--- config.mk ---
export PLATFORM = sky130hd
export DESIGN_NAME = sample_scheduler_flat
export DESIGN_NICKNAME = d
export VERILOG_FILES = /design/src/rtl/audio_pkg.sv /design/src/rtl/sample_scheduler_if.sv /design/src/rtl/sample_rate_tick.sv /design/src/rtl/sample_scheduler.sv /design/src/flat_wrapper.sv
export SDC_FILE = /design/constraint.sdc
export NUM_CORES = 1
export LEC_CHECK = 0
export CAP_MARGIN = 20
export CORE_UTILIZATION = 60
export DETAILED_ROUTE_END_ITERATION = 8
export GPL_ROUTABILITY_DRIVEN = 0
export PLACE_DENSITY_LB_ADDON = 0.3
export SLEW_MARGIN = 5
export SYNTH_ARGS = -nofsm -noshare
export SYNTH_HDL_FRONTEND = slang
export SYNTH_HIERARCHICAL = 1
export SYNTH_SLANG_ARGS = --single-unit
--- constraint.sdc ---
create_clock -name clk -period 10.35 [get_ports clk]
set_clock_uncertainty 0.05 [all_clocks]
set_input_delay 1.035 -clock clk [delete_from_list [all_inputs] [get_ports clk]]
set_output_delay 1.035 -clock clk [all_outputs]
set_load 0.005 [all_outputs]
--- src/rtl/audio_pkg.sv ---
// Shared audio types, default rates and the mixer saturation helper.
package audio_pkg;

    localparam int unsigned SAMPLE_W          = 16;
    localparam int unsigned DEFAULT_CLK_HZ    = 50_000_000;
    localparam int unsigned DEFAULT_SAMPLE_HZ = 44_100;
    // Widest accumulator any legal voice count needs (64 voices -> 16 + 6 bits).
    localparam int unsigned MAX_ACC_W         = SAMPLE_W + 6;

    typedef logic signed [SAMPLE_W-1:0] sample_t;

    typedef enum logic [1:0] {
        IDLE,
        SCAN,
        WAIT,
        COMMIT
    } sched_state_t;

    localparam logic signed [MAX_ACC_W-1:0] SAT_HI = 22'sd32767;
    localparam logic signed [MAX_ACC_W-1:0] SAT_LO = -22'sd32768;

    // Callers sign-extend their accumulator to MAX_ACC_W before calling.
    function automatic sample_t sat16(input logic signed [MAX_ACC_W-1:0] acc);
        if (acc > SAT_HI) begin
            return sample_t'(SAT_HI[SAMPLE_W-1:0]);
        end else if (acc < SAT_LO) begin
            return sample_t'(SAT_LO[SAMPLE_W-1:0]);
        end else begin
            return sample_t'(acc[SAMPLE_W-1:0]);
        end
    endfunction

endpackage

--- src/rtl/sample_scheduler_if.sv ---
// Voice fetch port plus mixer output/status bundle of the sample scheduler.
interface sample_scheduler_if
    import audio_pkg::*;
#(
    parameter int unsigned NUM_VOICES = 8
) ();

    localparam int unsigned VID_W = $clog2(NUM_VOICES);

    logic [NUM_VOICES-1:0] voice_active;
    logic                  voice_req;
    logic [VID_W-1:0]      voice_id;
    logic                  voice_ack;
    sample_t               voice_sample;
    sample_t               mixer_output;
    logic                  sample_valid;
    logic                  busy;
    logic                  underrun;
    logic                  clear_underrun;

    // Scheduler side.
    modport master (
        input  voice_active, voice_ack, voice_sample, clear_underrun,
        output voice_req, voice_id, mixer_output, sample_valid, busy, underrun
    );

    // Voice datapath / serializer side.
    modport slave (
        output voice_active, voice_ack, voice_sample, clear_underrun,
        input  voice_req, voice_id, mixer_output, sample_valid, busy, underrun
    );

endinterface

--- src/rtl/sample_rate_tick.sv ---
// Phase-accumulator tick generator: exact average of SAMPLE_HZ ticks per CLK_HZ cycles.
module sample_rate_tick #(
    parameter int unsigned CLK_HZ    = audio_pkg::DEFAULT_CLK_HZ,
    parameter int unsigned SAMPLE_HZ = audio_pkg::DEFAULT_SAMPLE_HZ
) (
    input  logic clk,
    input  logic reset,
    output logic tick
);

    // Wide enough to hold phase + SAMPLE_HZ before wrapping.
    localparam int unsigned PHASE_W = $clog2(CLK_HZ + SAMPLE_HZ);
    localparam logic [PHASE_W-1:0] STEP = PHASE_W'(SAMPLE_HZ);
    localparam logic [PHASE_W-1:0] WRAP = PHASE_W'(CLK_HZ);

    logic [PHASE_W-1:0] phase;
    logic [PHASE_W-1:0] phaseNext;

    assign phaseNext = phase + STEP;
    assign tick      = (phaseNext >= WRAP);

    // Advance the phase, wrapping by CLK_HZ on the tick cycle.
    always_ff @(posedge clk) begin
        if (reset) begin
            phase <= '0;
        end else if (tick) begin
            phase <= phaseNext - WRAP;
        end else begin
            phase <= phaseNext;
        end
    end

endmodule

--- src/rtl/sample_scheduler.sv ---
// Per-tick voice walker: fetches active voice samples, sums, saturates and commits.
module sample_scheduler
    import audio_pkg::*;
#(
    parameter int unsigned CLK_HZ     = audio_pkg::DEFAULT_CLK_HZ,
    parameter int unsigned SAMPLE_HZ  = audio_pkg::DEFAULT_SAMPLE_HZ,
    parameter int unsigned NUM_VOICES = 8
) (
    input logic                clk,
    input logic                reset,
    sample_scheduler_if.master bus
);

    localparam int unsigned VID_W = $clog2(NUM_VOICES);
    localparam int unsigned ACC_W = SAMPLE_W + VID_W;
    // One extra bit so idx can reach NUM_VOICES, the end-of-scan marker.
    localparam int unsigned IDX_W = VID_W + 1;
    localparam logic [IDX_W-1:0] LAST_IDX = IDX_W'(NUM_VOICES);

    logic                     tick;
    sched_state_t             state;
    logic [IDX_W-1:0]         idx;
    logic signed [ACC_W-1:0]  sum;
    logic signed [ACC_W-1:0]  sampleExt;
    logic signed [MAX_ACC_W-1:0] sumWide;
    logic                     voiceReq;
    logic [VID_W-1:0]         voiceId;
    sample_t                  mixerOut;
    logic                     sampleValid;
    logic                     underrunFlag;

    sample_rate_tick #(
        .CLK_HZ    (CLK_HZ),
        .SAMPLE_HZ (SAMPLE_HZ)
    ) tickGen (
        .clk   (clk),
        .reset (reset),
        .tick  (tick)
    );

    assign sampleExt = ACC_W'(bus.voice_sample);
    assign sumWide   = MAX_ACC_W'(sum);

    assign bus.voice_req    = voiceReq;
    assign bus.voice_id     = voiceId;
    assign bus.mixer_output = mixerOut;
    assign bus.sample_valid = sampleValid;
    assign bus.busy         = (state != IDLE);
    assign bus.underrun     = underrunFlag;

    // Frame sequencer; all handshake and mixer outputs are registered here.
    always_ff @(posedge clk) begin
        if (reset) begin
            state       <= IDLE;
            idx         <= '0;
            sum         <= '0;
            voiceReq    <= 1'b0;
            voiceId     <= '0;
            mixerOut    <= '0;
            sampleValid <= 1'b0;
        end else begin
            sampleValid <= 1'b0;
            case (state)
                IDLE: begin
                    if (tick) begin
                        sum   <= '0;
                        idx   <= '0;
                        state <= SCAN;
                    end
                end
                SCAN: begin
                    if (idx == LAST_IDX) begin
                        // Output and strobe land together in the COMMIT cycle.
                        mixerOut    <= sat16(sumWide);
                        sampleValid <= 1'b1;
                        state       <= COMMIT;
                    end else if (bus.voice_active[idx[VID_W-1:0]]) begin
                        voiceId  <= idx[VID_W-1:0];
                        voiceReq <= 1'b1;
                        state    <= WAIT;
                    end else begin
                        idx <= idx + 1'b1;
                    end
                end
                WAIT: begin
                    // No timeout: a stalled voice stalls the frame.
                    if (bus.voice_ack) begin
                        sum      <= sum + sampleExt;
                        idx      <= idx + 1'b1;
                        voiceReq <= 1'b0;
                        state    <= SCAN;
                    end
                end
                COMMIT: begin
                    state <= IDLE;
                end
                default: begin
                    state <= IDLE;
                end
            endcase
        end
    end

    // Sticky overrun flag; a new overrun beats a simultaneous clear.
    always_ff @(posedge clk) begin
        if (reset) begin
            underrunFlag <= 1'b0;
        end else if (tick && (state != IDLE)) begin
            underrunFlag <= 1'b1;
        end else if (bus.clear_underrun) begin
            underrunFlag <= 1'b0;
        end
    end

endmodule

--- src/flat_wrapper.sv ---
// flat-port wrapper written by rule: the top's interface ports become plain ports
module sample_scheduler_flat import audio_pkg::*;
#(
    parameter int unsigned CLK_HZ     = audio_pkg::DEFAULT_CLK_HZ,
    parameter int unsigned SAMPLE_HZ  = audio_pkg::DEFAULT_SAMPLE_HZ,
    parameter int unsigned NUM_VOICES = 8
)
  (clk, reset, bus_voice_active, bus_voice_ack, bus_voice_sample, bus_clear_underrun, bus_voice_req, bus_voice_id, bus_mixer_output, bus_sample_valid, bus_busy, bus_underrun);
  sample_scheduler_if #(.NUM_VOICES(NUM_VOICES)) bus_i ();
  input logic clk;
  input logic reset;
  input wire logic [$bits(bus_i.voice_active)-1:0] bus_voice_active;
  input wire logic [$bits(bus_i.voice_ack)-1:0] bus_voice_ack;
  input wire logic [$bits(bus_i.voice_sample)-1:0] bus_voice_sample;
  input wire logic [$bits(bus_i.clear_underrun)-1:0] bus_clear_underrun;
  output wire logic [$bits(bus_i.voice_req)-1:0] bus_voice_req;
  output wire logic [$bits(bus_i.voice_id)-1:0] bus_voice_id;
  output wire logic [$bits(bus_i.mixer_output)-1:0] bus_mixer_output;
  output wire logic [$bits(bus_i.sample_valid)-1:0] bus_sample_valid;
  output wire logic [$bits(bus_i.busy)-1:0] bus_busy;
  output wire logic [$bits(bus_i.underrun)-1:0] bus_underrun;
  assign bus_i.voice_active = bus_voice_active;
  assign bus_i.voice_ack = bus_voice_ack;
  assign bus_i.voice_sample = bus_voice_sample;
  assign bus_i.clear_underrun = bus_clear_underrun;
  assign bus_voice_req = bus_i.voice_req;
  assign bus_voice_id = bus_i.voice_id;
  assign bus_mixer_output = bus_i.mixer_output;
  assign bus_sample_valid = bus_i.sample_valid;
  assign bus_busy = bus_i.busy;
  assign bus_underrun = bus_i.underrun;
  sample_scheduler #(.CLK_HZ(CLK_HZ), .SAMPLE_HZ(SAMPLE_HZ), .NUM_VOICES(NUM_VOICES)) u_core (.clk(clk), .reset(reset), .bus(bus_i));
endmodule
# Word level (Yosys, flattened, before mapping)
# Cells that the tools add are included.
[totals]
regBits = 73
out_inout_bits = 23
elab_cells = 68
[classes]
n_addsub = 4
n_reduce_logical = 14
mux = 25
n_eq_ne = 10
n_lt_le_gt_ge = 4
bitwise_logic = 2
[op_table]
columns = ["op", "n"]
rows = [
  ["two-way mux 19 bit", 2],
  ["case mux 19 bit (2 select lines)", 1],
  ["two-way mux 16 bit", 2],
  ["adder 26 x 16 -> 26 bit, second input constant", 1],
  ["greater-or-equal comparator 26 bit, second input constant", 1],
  ["two-way mux 26 bit", 1],
  ["subtractor 26 bit, second input constant", 1],
  ["adder 19 x 16 -> 19 bit", 1],
  ["> comparator 19 x 16 -> 1 bit, second input constant", 1],
  ["< comparator 19 x 16 -> 1 bit, second input constant", 1],
  ["two-way mux 4 bit", 4],
  ["case mux 4 bit (3 select lines)", 1],
  ["AND reduction 3 bit", 3],
  ["two-way mux 2 bit", 4],
  ["case mux 2 bit (4 select lines)", 1],
  ["nonzero test 2 bit", 4],
  ["two-way mux 1 bit", 7],
  ["inequality test 2 bit, second input constant", 3],
  ["AND reduction 5 bit", 1],
  ["adder 4 x 1 -> 4 bit, second input constant", 1],
  ["== test 2 bit, second input constant", 2],
  ["== test 4 bit, second input constant", 1],
  ["< comparator 3 x 4 -> 1 bit, second input constant", 1],
  ["inequality test 2 x 1 -> 1 bit, second input constant", 2],
  ["11 further kinds", 12],
]

# Logic depth before layout (Yosys ltp)
# Gate-level depths: netlist of the first run.
[logic_depth]
depth_word = 5
ltp_mapped = 17

# Modules after synthesis
# Netlist of the first run, hierarchy kept.
[by_module_without_submodules]
columns = ["mod", "seq_area_each_um2", "area_per_inst_um2", "n_inst", "cells_each"]
rows = [
  ["sample_scheduler", 940.9, 2810.2, 1, 346],
  ["sample_rate_tick", 480.5, 1991.9, 1, 244],
]

# Worst setup path after synthesis of the first run
# OpenSTA, ideal clock, no wires.
[synth_timing]
path_type = "flip-flop to flip-flop"
from = "register u_core.tickGen.phase[2]"
to = "register u_core.idx[3]"
t_required_ns = 10.184
slack_ns = 6.703
synth_period_minus_slack_ns = 3.647
stages_incl_launch_ff = 18
arrival_ns = 3.481
setup_time_ns = 0.116
cell_sequence = "dfxtp_1 > ha_1 > a31o_1 > buf_4 > nand4_1 > a2111oi_0 > nor3_1 > a21oi_2 > o221ai_2 > buf_4 > inv_1 > nand2b_1 > o21ai_0 > or4b_1 > buf_4 > a21o_1 > a21oi_2 > nor2_2"
[synth_between]
elab_chain_cells = 4
[synth_lines]
columns = ["element", "line_no", "rtl"]
rows = [
  ["from (decl)", "sample_rate_tick.sv:16", "logic [PHASE_W-1:0] phase;"],
  ["from (signal assigned)", "sample_rate_tick.sv:27", "phase <= phaseNext - WRAP;"],
  ["from (signal assigned)", "sample_rate_tick.sv:29", "phase <= phaseNext;"],
  ["adder 26 x 16 -> 26 bit", "sample_rate_tick.sv:19", "assign phaseNext = phase + STEP;"],
  ["greater-or-equal comparator 26 bit", "sample_rate_tick.sv:20", "assign tick = (phaseNext >= WRAP);"],
  ["net u_core.tick", "sample_scheduler.sv:20", "logic tick;"],
  ["inequality test 2 x 1 -> 1 bit (no line)", "n/a", ""],
  ["AND reduction 5 bit (no line)", "n/a", ""],
  ["to (signal assigned)", "sample_scheduler.sv:82", "idx <= idx + 1'b1;"],
  ["to (signal assigned)", "sample_scheduler.sv:89", "idx <= idx + 1'b1;"],
  ["to (decl)", "sample_scheduler.sv:22", "logic [IDX_W-1:0] idx;"],
]
# The timed path passes the listed nets, and every way through them passes these cells.
# A chain may end at the register's enable or synchronous reset.

# Final worst setup path of the first run
[layout_timing]
from = "register u_core.tickGen.phase[2]"
to = "register u_core.sum[16]"
[layout_between]
elab_chain_cells = 4
[layout_lines]
columns = ["element", "line_no", "rtl"]
rows = [
  ["adder 26 x 16 -> 26 bit", "sample_rate_tick.sv:19", ""],
  ["greater-or-equal comparator 26 bit", "sample_rate_tick.sv:20", ""],
  ["net u_core.tick", "sample_scheduler.sv:20", ""],
  ["inequality test 2 x 1 -> 1 bit (no line)", "n/a", ""],
  ["AND reduction 3 bit (no line)", "n/a", ""],
  ["to (signal assigned)", "sample_scheduler.sv:88", "sum <= sum + sampleExt;"],
  ["to (decl)", "sample_scheduler.sv:23", "logic signed [ACC_W-1:0] sum;"],
]
# The timed path passes the listed nets, and every way through them passes these cells.

==> results of run 1 <==
[worst min-delay path, stage by stage (launching register included)]
cell and delay (ns):
dfxtp_1 0.31, nand2_1 0.05, a21oi_1 0.05
[power by group through the flow]
stage | combinational [uW] | sequential [uW] | clock [uW]
2_1_floorplan | 130 | 296 | 0
3_3_place_gp | 147 | 309 | 0
3_5_place_dp | 153 | 310 | 0
4_1_cts | 154 | 304 | 224
5_1_grt | 173 | 307 | 234
6_report | 156 | 305 | 221
[through the flow]
stage / total power [uW] / std cells
final: 681 / 729
after global routing: 713 / 729
after CTS: 682 / 729
after detailed placement: 463 / 713
after global placement: 456 / 713
after floorplan: 427 / 590
[sequential cells by signal (all words and copies together) (netlist names)]
signal / count
u_core/sum: 19
u_core/bus.underrun: 1
u_core/idx: 4
u_core/tickGen/phase: 24
u_core/bus.mixer_output: 16
u_core/state: 2
u_core/bus.sample_valid: 1
u_core/bus.voice_req: 1
u_core/bus.voice_id: 3
[cells by family (layout without fill, tap and decap cells)]
kind of cell    Yosys count  in the layout
simple gates            217            217
compound gates          173            173
flops                    71             71
buf+inv                  48             85
xor+xnor                 45             45
fa+ha+maj                30             30
mux                       6              6
[layout by cell type, fill, tap and decap left out, types with 4 or more instances in the layout]
cell type	synthesis	routed
and3_1	5	5
xnor2_1	26	26
o211ai_1	5	5
a21o_1	7	7
or3_1	4	4
o21ai_0	37	37
nor3_1	12	12
clkdlybuf4s50_1	0	49
a22oi_1	11	11
inv_1	17	17
ha_1	29	29
a21oi_1	57	57
nor2b_1	6	6
xor2_1	17	17
nor4_1	5	5
and2_1	5	5
nor2_1	58	58
dfxtp_1	71	71
o21a_1	4	4
nand2b_1	7	7
a31oi_1	7	7
clkbuf_8	0	10
nand2_1	64	64
nand3_1	14	14
nand4_1	11	11
[routing by layer]
metal | wire length, um | GRT usage, % | vias to the layer above
met5 | 0 | 0 | -
met2 | 5780 | 48.6 | 168
met3 | 609 | 3.69 | 22
met1 | 5070 | 36.3 | 2146
li1 | - | - | 2183
met4 | 233 | 14.0 | 0
[cells in the mapped netlist, drive strengths merged, types with 4 or more instances]
cell	instances	area share, %
ha	29	7.6
a21o	7	1.1
nand2b	7	0.91
nor2	60	4.8
o21ai	40	4.2
o21a	4	0.63
nor2b	6	0.78
nand4	11	1.4
buf	16	2.1
a31oi	7	0.91
and2	5	0.65
and3	5	0.65
nand3	14	1.5
inv	17	1.3
or3	4	0.52
o211ai	6	1.0
nand2	64	5.0
a22oi	11	1.7
xor2	19	3.8
clkbuf	15	1.2
nor4	9	2.2
nor3	15	1.9
dfxtp	71	30
a21oi	60	6.5
xnor2	26	4.7
[worst min path at each step]
stage | slack (ns) | to | start | cells past startpoint
3_3_place_gp | 0.39 | u_core/bus.mixer_output[8] | u_core/bus.mixer_output[8] | 2
2_1_floorplan | 0.40 | u_core/bus.mixer_output[0] | u_core/bus.mixer_output[0] | 2
4_1_cts | 0.40 | u_core/bus.mixer_output[10] | u_core/bus.mixer_output[10] | 2
3_5_place_dp | 0.39 | u_core/bus.mixer_output[10] | u_core/bus.mixer_output[10] | 2
6_report | 0.40 | u_core/bus.mixer_output[10] | u_core/bus.mixer_output[10] | 2
5_1_grt | 0.43 | u_core/bus.mixer_output[12] | u_core/bus.mixer_output[12] | 2
[area by class of cell]
cell class / instances / area share [%]
clock buffers: 12 / 2.65
well taps: 102 / 2.33
inverters: 17 / 1.17
clock inverters: 4 / 0.823
repair buffers: 52 / 9.32
multi-input cells: 471 / 57.7
flip-flops and latches: 71 / 26.0
==> out/results.tsv, run 1 <==
stage	metric	value	unit
floorplan	site row count	32	
timing	Fin Hold WS	0.402	ns
global_route	largest net degree at the start of global routing	66	
global_route	antenna violations before repair	0	
floorplan	Core Area	7730	um2
timing	max frequency	0.209	GHz
critical_path	RR Endpoint	u_core/sum[16]	
drt	final antenna-violating net count	0	
critical_path	CP delay by family, top	compound AO/OA/AOI/OAI gates	
finish	Nets	680	
synth	Synth Area in XOR/XNOR	8.52	%
floorplan	die height	91.5	um
clock_network	clk sink count	71	
critical_path	Worst Path Class, Setup	register to register	
floorplan	full die area	8360	um2
flow_run	# Max-Cap Violations	0	
clock_network	Clk Latency, worst-skew pair	0.34	ns
clock_network	H-tree depth	3	
global_route	first-pass GRT wire length	19.7	mm
drt	vias	4519	
synth	Synth async-reset ratio	0	%
timing	Hold Fails Final Rpt	0	
synth	Mapped Cells	590	
timing	setup tns final	0	ns
critical_path	end of the critical path	u_core/sum[16]	
critical_path	slowest CP cell	nor2b_1	
pwr	Int Power	465	uW
synth	post-synthesis mux area share	1.95	%
finish	Post-Layout Inst Area	5480	um2
place	pre-CTS setup slack	5.70	ns
critical_path	most used cell, CP	a21oi_1	
critical_path	crit-path cells	ha_1 > a31o_1 > nand4_1 > a21oi_1 > xor2_2 > a211o_1 > o221ai_2 > inv_1 > nand2b_1 > o21a_1 > o21ai_1 > nor2b_1 > a21oi_1 > nand3_1	
synth	Synth warnings	6	
timing	Slew headroom	28.8	%
clock_network	CTS tree	done	
timing	fin. max-slew vios	0	
synth	Post-synth EDFFs	0	
critical_path	Critical path buffers and inverters	1	
critical_path	CP Max Fanout	16	
place	post-DP HPWL	8.46	mm
critical_path	cell depth of the worst flop-to-flop path	14	
clock_network	CTS resizes	0	
synth	mean post-synth cell area	8.14	um2
synth	Post-Synth Simple-Gate Area	23.4	%
synth	unique cell type count in the Yosys netlist	78	
timing	Final WS setup	5.56	ns
synth	Yosys reg bits	71	
finish	Filler cells	594	
clock_network	clk root buf	clkbuf_8	
synth	Post-synth top flop	dfxtp_1	
floorplan	DIE WIDTH	91.5	um
critical_path	R2R Setup Slk	5.56	ns
clock_network	Setup Fix Bufs, Post-CTS	0	
floorplan	Ports	51	
synth	syn_nets	648	
drt	WL final	11.7	mm
pwr	Leakage	0.00201	uW
clock_network	Max clock buf depth	2	
finish	share of layout cells above drive strength 1	7.34	%
critical_path	r2r startpoint	u_core/tickGen/phase[2]	
outcome	failing checks	design-rule violations	
drt	DR WL/cell	16.0	um
finish	Finished Core Util	70.9	%
clock_network	# hold bufs at CTS	0	
synth	register area share after synthesis	29.6	%
finish	FF/Latch Area	1420	um2
synth	mapped cell area	4800	um2
pwr	Psw	216	uW
drt	Iter 0 DRT Violations	297	
timing	min cycle time layout	4.79	ns
finish	Multi-input gate area	3160	um2
critical_path	CP max stage delay	0.64	ns
outcome	status	finished with violations	
finish	area grow syn2layout	14.0	%
synth	Synth Area in Compound Gates	24.0	%
critical_path	Levels on crit path	14	
critical_path	Worst Setup End Kind	register	
critical_path	Req. time, crit path	10.58	ns
critical_path	crit path DAT	5.02	ns
global_route	GRT Residual Overflow	0	
pwr	sw frac	31.7	%
timing	RSZ-0062 raised after global routing	false	
pwr	Sequential Power Share	44.7	%
drt	DRC violations left	1	
synth	largest family of logic cells by synthesized area	compound AO/OA/AOI/OAI gates	
min_path	Hold WC Path Type	register to register	
pwr	worst vdd rail ir drop	79.2	uV
clock_network	CTS buffer count	9	
critical_path	crit path from	u_core/tickGen/phase[2]	
timing	period utilization	46.3	%
clock_network	Worst-path clk slew	0.07	ns
pwr	Logic pwr share	22.9	%
synth	adder-cell share of the synthesized area	7.97	%
place	Placed Instance Area	5290	um2
finish	antenna cells	0	
drt	Initial DRT Pass Iterations	8	
timing	number of setup violations in the final report	0	
pwr	Clock power frac	32.4	%
pwr	Power per Cell Area	124	nW/um2
critical_path	Setup crit start kind	register	
global_route	vias in the first global route	4281	
timing	worst slew pin tran	1.07	ns
global_route	GRT Overall Usage	28.9	%
place	IO buf count	50	
drt	via/cell ratio	6.20	
floorplan	Initial Util	62.1	%
No activity file was read; power rests on OpenSTA's default activity.
==> run 2, diff against run 1 <==
CORE_UTILIZATION = 58   (was 60)
clock period = 5 ns   (was 10.35 ns; I/O delays follow)
==> run 2 against run 1 <==
  * The flow now finishes without violations
  * Largest power group unchanged
  * Global-route usage grew 0.069 points
  * Clock power rose to 2.6 times the previous value
  * Non-clock buffer count up 3
  * Die area increased by 3.4%
  * Worst setup slack got worse by 4.7 ns
  * Highest routed layer unchanged
  * Critical path depth did not move
  * Wire length up 0.21%
  * Clock-buffer cell count fell by 2
  * Register-to-register slack lost 4.7 ns
==> out/results.tsv, run 2 (synthesis gave the netlist of run 1 again) <==
stage	metric	value	unit
finish	antenna cells	0	
global_route	largest net degree at the start of global routing	41	
clock_network	CTS buffer count	9	
pwr	Leakage	0.00204	uW
drt	Initial DRT Pass Iterations	5	
flow_run	# Max-Cap Violations	0	
timing	max frequency	0.244	GHz
finish	Multi-input gate area	3160	um2
global_route	antenna violations before repair	0	
min_path	Worst Hold Depth	2	
finish	Nets	683	
place	IO buf count	50	
critical_path	Worst Setup End Kind	register	
global_route	met2 usage	49.1	%
timing	worst slew pin tran	0.918	ns
global_route	met3 usage	5.85	%
finish	Filler cells	642	
finish	largest register by flop count	u_core/tickGen/phase	
min_path	Hold WC Path Type	register to register	
floorplan	Ports	51	
critical_path	crit-path cells	ha_1 > a31o_1 > nand4_1 > a2111oi_0 > nor3_1 > a21oi_2 > o221ai_2 > inv_1 > nand2b_1 > o21ai_0 > or4b_1 > a21o_1 > a21oi_2 > nor2_2	
finish	commonest non-fill, non-tap cells in the layout	dfxtp_1, nand2_1, nor2_1	
drt	vias	4484	
floorplan	full die area	8650	um2
floorplan	die height	93.0	um
pwr	worst vdd rail ir drop	214	uV
pwr	Power per Cell Area	274	nW/um2
clock_network	H-tree depth	3	
global_route	met1 track demand over resource	35.3	%
drt	via/cell ratio	6.13	
finish	share of layout cells above drive strength 1	7.94	%
finish	Finished Core Util	70.7	%
critical_path	most used cell, CP	a21oi_2	
timing	period utilization	82.1	%
outcome	status	finished clean	
timing	Slew headroom	38.6	%
global_route	vias in the first global route	4450	
timing	setup tns final	0	ns
place	post-DP HPWL	8.60	mm
finish	most common cell after layout, fill and taps aside	dfxtp_1	
finish	FF/Latch Area	1420	um2
clock_network	CTS tree	done	
critical_path	CP max stage delay	0.70	ns
critical_path	Worst Path Class, Setup	register to register	
drt	final antenna-violating net count	0	
drt	DR WL/cell	16.0	um
global_route	GRT busiest layer	met2	
global_route	first-pass GRT wire length	20.3	mm
floorplan	Initial Util	61.2	%
drt	Iter 0 DRT Violations	214	
global_route	GRT Overall Usage	28.9	%
clock_network	Clk Latency, worst-skew pair	0.36	ns
global_route	GRT Residual Overflow	0	
floorplan	site row count	32	
place	Inst Count DP	715	
floorplan	Core Area	7850	um2
finish	area grow syn2layout	15.6	%
timing	RSZ-0062 raised after global routing	false	
clock_network	# hold bufs at CTS	0	
critical_path	crit path DAT	4.28	ns
clock_network	Max clock buf depth	2	
timing	fin. max-slew vios	0	
clock_network	CTS resizes	0	
clock_network	Worst-path clk slew	0.08	ns
timing	min cycle time layout	4.10	ns
drt	WL final	11.7	mm
drt	DRC violations left	0	
critical_path	CP Max Fanout	9	
clock_network	clk sink count	71	
timing	number of setup violations in the final report	0	
critical_path	cell depth of the worst flop-to-flop path	14	
timing	Hold Fails Final Rpt	0	
clock_network	Setup Fix Bufs, Post-CTS	0	
critical_path	Req. time, crit path	5.18	ns
critical_path	Setup crit start kind	register	
finish	Largest register FFs	24	
finish	post-route insts no fill	732	
clock_network	clk root buf	clkbuf_8	
floorplan	DIE WIDTH	93.0	um
critical_path	slowest CP cell	or4b_1	
[run 2: changes by cell type in the layout (fill, tap and decap cells not counted), sizes merged]
cell    before  now
clkinv       3    2
inv         17   18
bufinv       1    3
clkbuf      12   10
buf          3    6
[run 2: critical path: cells and delay by family, from the launching register on]
family	cells	cell delay [ns]
buf+inv	1	0.18
compound gates	7	1.69
flops	1	0.48
simple gates	5	1.26
fa+ha+maj	1	0.32
[run 2: metrics by stage]
step | hold slack, ns | instance area, um2 | power [uW] | setup WS, ns
global placement | 0.391 | 5300 | 946 | 1.14
CTS | 0.405 | 5540 | 1530 | 0.944
finish | 0.403 | 5550 | 1520 | 0.896
global route | 0.423 | 5550 | 1600 | 0.532
floorplan | 0.395 | 4800 | 884 | 1.35
detailed placement | 0.395 | 5300 | 962 | 0.961
[run 2: final timing paths]
kind                                                   from                          end  slack [ns]
worst max-delay path                u_core/tickGen/phase[2]                u_core/idx[3]        0.90
worst max register to register      u_core/tickGen/phase[2]                u_core/idx[3]        0.90
worst min-delay path            u_core/bus.mixer_output[11]  u_core/bus.mixer_output[11]        0.40
worst min register to register  u_core/bus.mixer_output[11]  u_core/bus.mixer_output[11]        0.40
[run 2: cell type report]
class | instances | share of cell area [%]
clock buffers | 10 | 2.30
clock inverters | 6 | 2.10
inverters | 17 | 1.15
multi-input cells | 471 | 57.0
flip-flops and latches | 71 | 25.6
well taps | 102 | 2.30
repair buffers | 55 | 9.60
[run 2: where the power goes]
| part | internal [uW] | total, uW | leakage (uW) | switching, uW |
|---|---|---|---|---|
| logic | 136 | 325 | 0.00135 | 189 |
| clock network | 335 | 567 | 0.000121 | 232 |
| registers | 587 | 630 | 0.000575 | 42.5 |
[run 2: metal layers]
| metal | vias up | share of wire [%] |
|---|---|---|
| met5 | - | 0 |
| met1 | 2132 | 44 |
| met3 | 27 | 4.5 |
| met2 | 122 | 49 |
| met4 | 0 | 2.4 |
| li1 | 2203 | - |
==> run 3, diff against run 2 <==
clock period = 4.29 ns   (was 5 ns; I/O delays follow)
==> run 3 against run 2 <==
  * Register-to-register slack got worse by 0.56 ns
  * Utilization fell by 0.92 points
  * Total power rose by 3.1%
  * Critical path depth did not move
  * Clock power fell by 20%
  * Worst hold slack improved by 0.0024 ns
  * First-iteration DRC count rose by 1.9%
  * Sequential cell count did not move
  * Cell area fell by 1.3%
  * Die area did not move
  * Clock-buffer cell count rose by 2
  * Global-route usage fell by 1.7 points
  * Largest power group unchanged
  * Highest routed layer unchanged
==> out/results.tsv, run 3 (synthesis gave the netlist of run 1 again) <==
stage	metric	value	unit
min_path	Worst Hold Depth	2	
critical_path	Worst Setup End Kind	register	
clock_network	CTS buffer count	9	
critical_path	Setup crit start kind	register	
timing	Hold Fails Final Rpt	0	
timing	max frequency	0.253	GHz
critical_path	CP Max Fanout	9	
clock_network	Worst-path clk slew	0.07	ns
clock_network	H-tree depth	3	
timing	worst slew pin tran	0.987	ns
floorplan	DIE WIDTH	93.0	um
floorplan	Core Area	7850	um2
finish	area grow syn2layout	14.1	%
timing	Final WS setup	0.340	ns
place	IO buf count	50	
finish	largest register by flop count	u_core/tickGen/phase	
critical_path	RR Endpoint	u_core/idx[3]	
min_path	Endpoint, Worst Hold	u_core/bus.mixer_output[11]	
critical_path	cell depth of the worst flop-to-flop path	14	
finish	commonest non-fill, non-tap cells in the layout	dfxtp_1, nand2_1, nor2_1	
critical_path	slowest CP cell	or4b_1	
global_route	GRT Overall Usage	27.2	%
global_route	first-pass GRT wire length	19.0	mm
drt	final antenna-violating net count	0	
floorplan	full die area	8650	um2
clock_network	# hold bufs at CTS	0	
clock_network	clk root buf	clkbuf_8	
floorplan	Initial Util	61.2	%
critical_path	crit path DAT	4.11	ns
critical_path	r2r startpoint	u_core/tickGen/phase[2]	
timing	RSZ-0062 raised after global routing	false	
clock_network	clk sink count	71	
clock_network	CTS tree	done	
finish	Filler cells	653	
drt	WL final	11.6	mm
clock_network	Max clock buf depth	2	
global_route	GRT Residual Overflow	0	
pwr	worst vdd rail ir drop	167	uV
timing	setup tns final	0	ns
finish	Post-Layout Inst Area	5480	um2
place	post-DP HPWL	8.39	mm
global_route	antenna violations before repair	0	
floorplan	Ports	51	
critical_path	Req. time, crit path	4.45	ns
finish	Nets	684	
flow_run	# Max-Cap Violations	0	
global_route	vias in the first global route	4226	
critical_path	Critical path buffers and inverters	1	
min_path	Hold WC Path Type	register to register	
floorplan	site row count	32	
timing	Slew headroom	34.0	%
drt	Iter 0 DRT Violations	218	
place	Placed Instance Area	5310	um2
critical_path	CP max stage delay	0.70	ns
place	pre-CTS setup slack	0.346	ns
clock_network	Clk Latency, worst-skew pair	0.35	ns
critical_path	crit-path cells	ha_1 > a31o_2 > nand4_1 > a211oi_2 > xor2_2 > a211o_1 > o221ai_2 > inv_1 > nand2b_1 > o21ai_0 > or4b_1 > a21o_1 > a21oi_2 > nor2_2	
timing	min cycle time layout	3.95	ns
timing	fin. max-slew vios	0	
drt	DR WL/cell	15.8	um
pwr	Power per Cell Area	286	nW/um2
outcome	status	finished clean	
critical_path	R2R Setup Slk	0.34	ns
finish	antenna cells	0	
min_path	Hold Path Origin	u_core/bus.mixer_output[11]	
drt	DRC violations left	0	
floorplan	die height	93.0	um
finish	share of layout cells above drive strength 1	8.08	%
critical_path	Levels on crit path	14	
critical_path	Worst Path Class, Setup	register to register	
drt	Initial DRT Pass Iterations	6	
critical_path	CP delay by family, top	compound AO/OA/AOI/OAI gates	
finish	most common cell after layout, fill and taps aside	dfxtp_1	
global_route	largest net degree at the start of global routing	65	
timing	period utilization	92.1	%
pwr	Leakage	0.00201	uW
finish	Largest register FFs	24	
timing	number of setup violations in the final report	0	
drt	vias	4480	
drt	via/cell ratio	6.11	
==> run 3: cell types whose count changed in the layout (fill, tap and decap cells not counted), sizes merged <==
cell,delta
bufinv,-3
clkbuf,+2
buf,+1
clkinv,+1
clkinvlp,+1
inv,-1
==> run 3: how the worst max path moves through the flow <==
stage / startpoint / endpoint / slack, ns
5_1_grt: u_core/tickGen/phase[2] / u_core/idx[3] / 0.09
3_5_place_dp: u_core/tickGen/phase[2] / u_core/idx[3] / 0.35
3_3_place_gp: u_core/tickGen/phase[2] / u_core/idx[3] / 0.47
6_report: u_core/tickGen/phase[2] / u_core/idx[3] / 0.34
4_1_cts: u_core/tickGen/phase[2] / u_core/idx[3] / 0.34
2_1_floorplan: u_core/tickGen/phase[2] / u_core/idx[3] / 0.64
==> run 3: worst register-to-register path, delay by kind of cell, from the launching register on <==
family          cells  cell delay (ns)
xor+xnor            1             0.30
compound gates      7             1.40
buf+inv             1             0.15
simple gates        4             1.11
fa+ha+maj           1             0.32
flops               1             0.49
==> run 3: where the power goes <==
part / total, uW / switching (uW) / internal, uW
sequential: 734 / 49.6 / 685
clock: 456 / 248 / 208
combinational: 379 / 218 / 161
total: 1570 / 516 / 1050
==> run 3: metrics by stage <==
step | utilization, % | cells | power (uW) | hold slack (ns)
CTS | 69.6 | 732 | 1580 | 0.404
global placement | 67.6 | 716 | 1110 | 0.391
detailed placement | 67.6 | 716 | 1120 | 0.395
floorplan | - | 590 | 1030 | 0.395
finish | 69.8 | 733 | 1570 | 0.405
global route | 69.8 | 733 | 1640 | 0.434
==> run 3: timing repair <==
item | 4_1_cts | 5_1_grt
endpoints found under the hold margin | 0 | 0
setup endpoints to repair | 0 | 1
gates resized for setup | 0 | 3
setup buffers | 0 | 0
==> run 3: layout make-up <==
class	count	area, um2	area share [%]
multi-input cells	471	3170	57.8
repair buffers	56	541	9.87
clock buffers	12	135	2.47
well taps	102	128	2.33
inverters	17	63.8	1.16
flip-flops and latches	71	1420	25.9
clock inverters	4	22.5	0.411
==> run 3: routing by layer <==
metal | global-route usage, % | vias up | routed length, um
li1 | - | 2200 | -
met1 | 33.9 | 2122 | 5110
met2 | 46.9 | 136 | 5750
met3 | 2.76 | 22 | 487
met4 | 12.9 | 0 | 241
met5 | 0 | - | 0
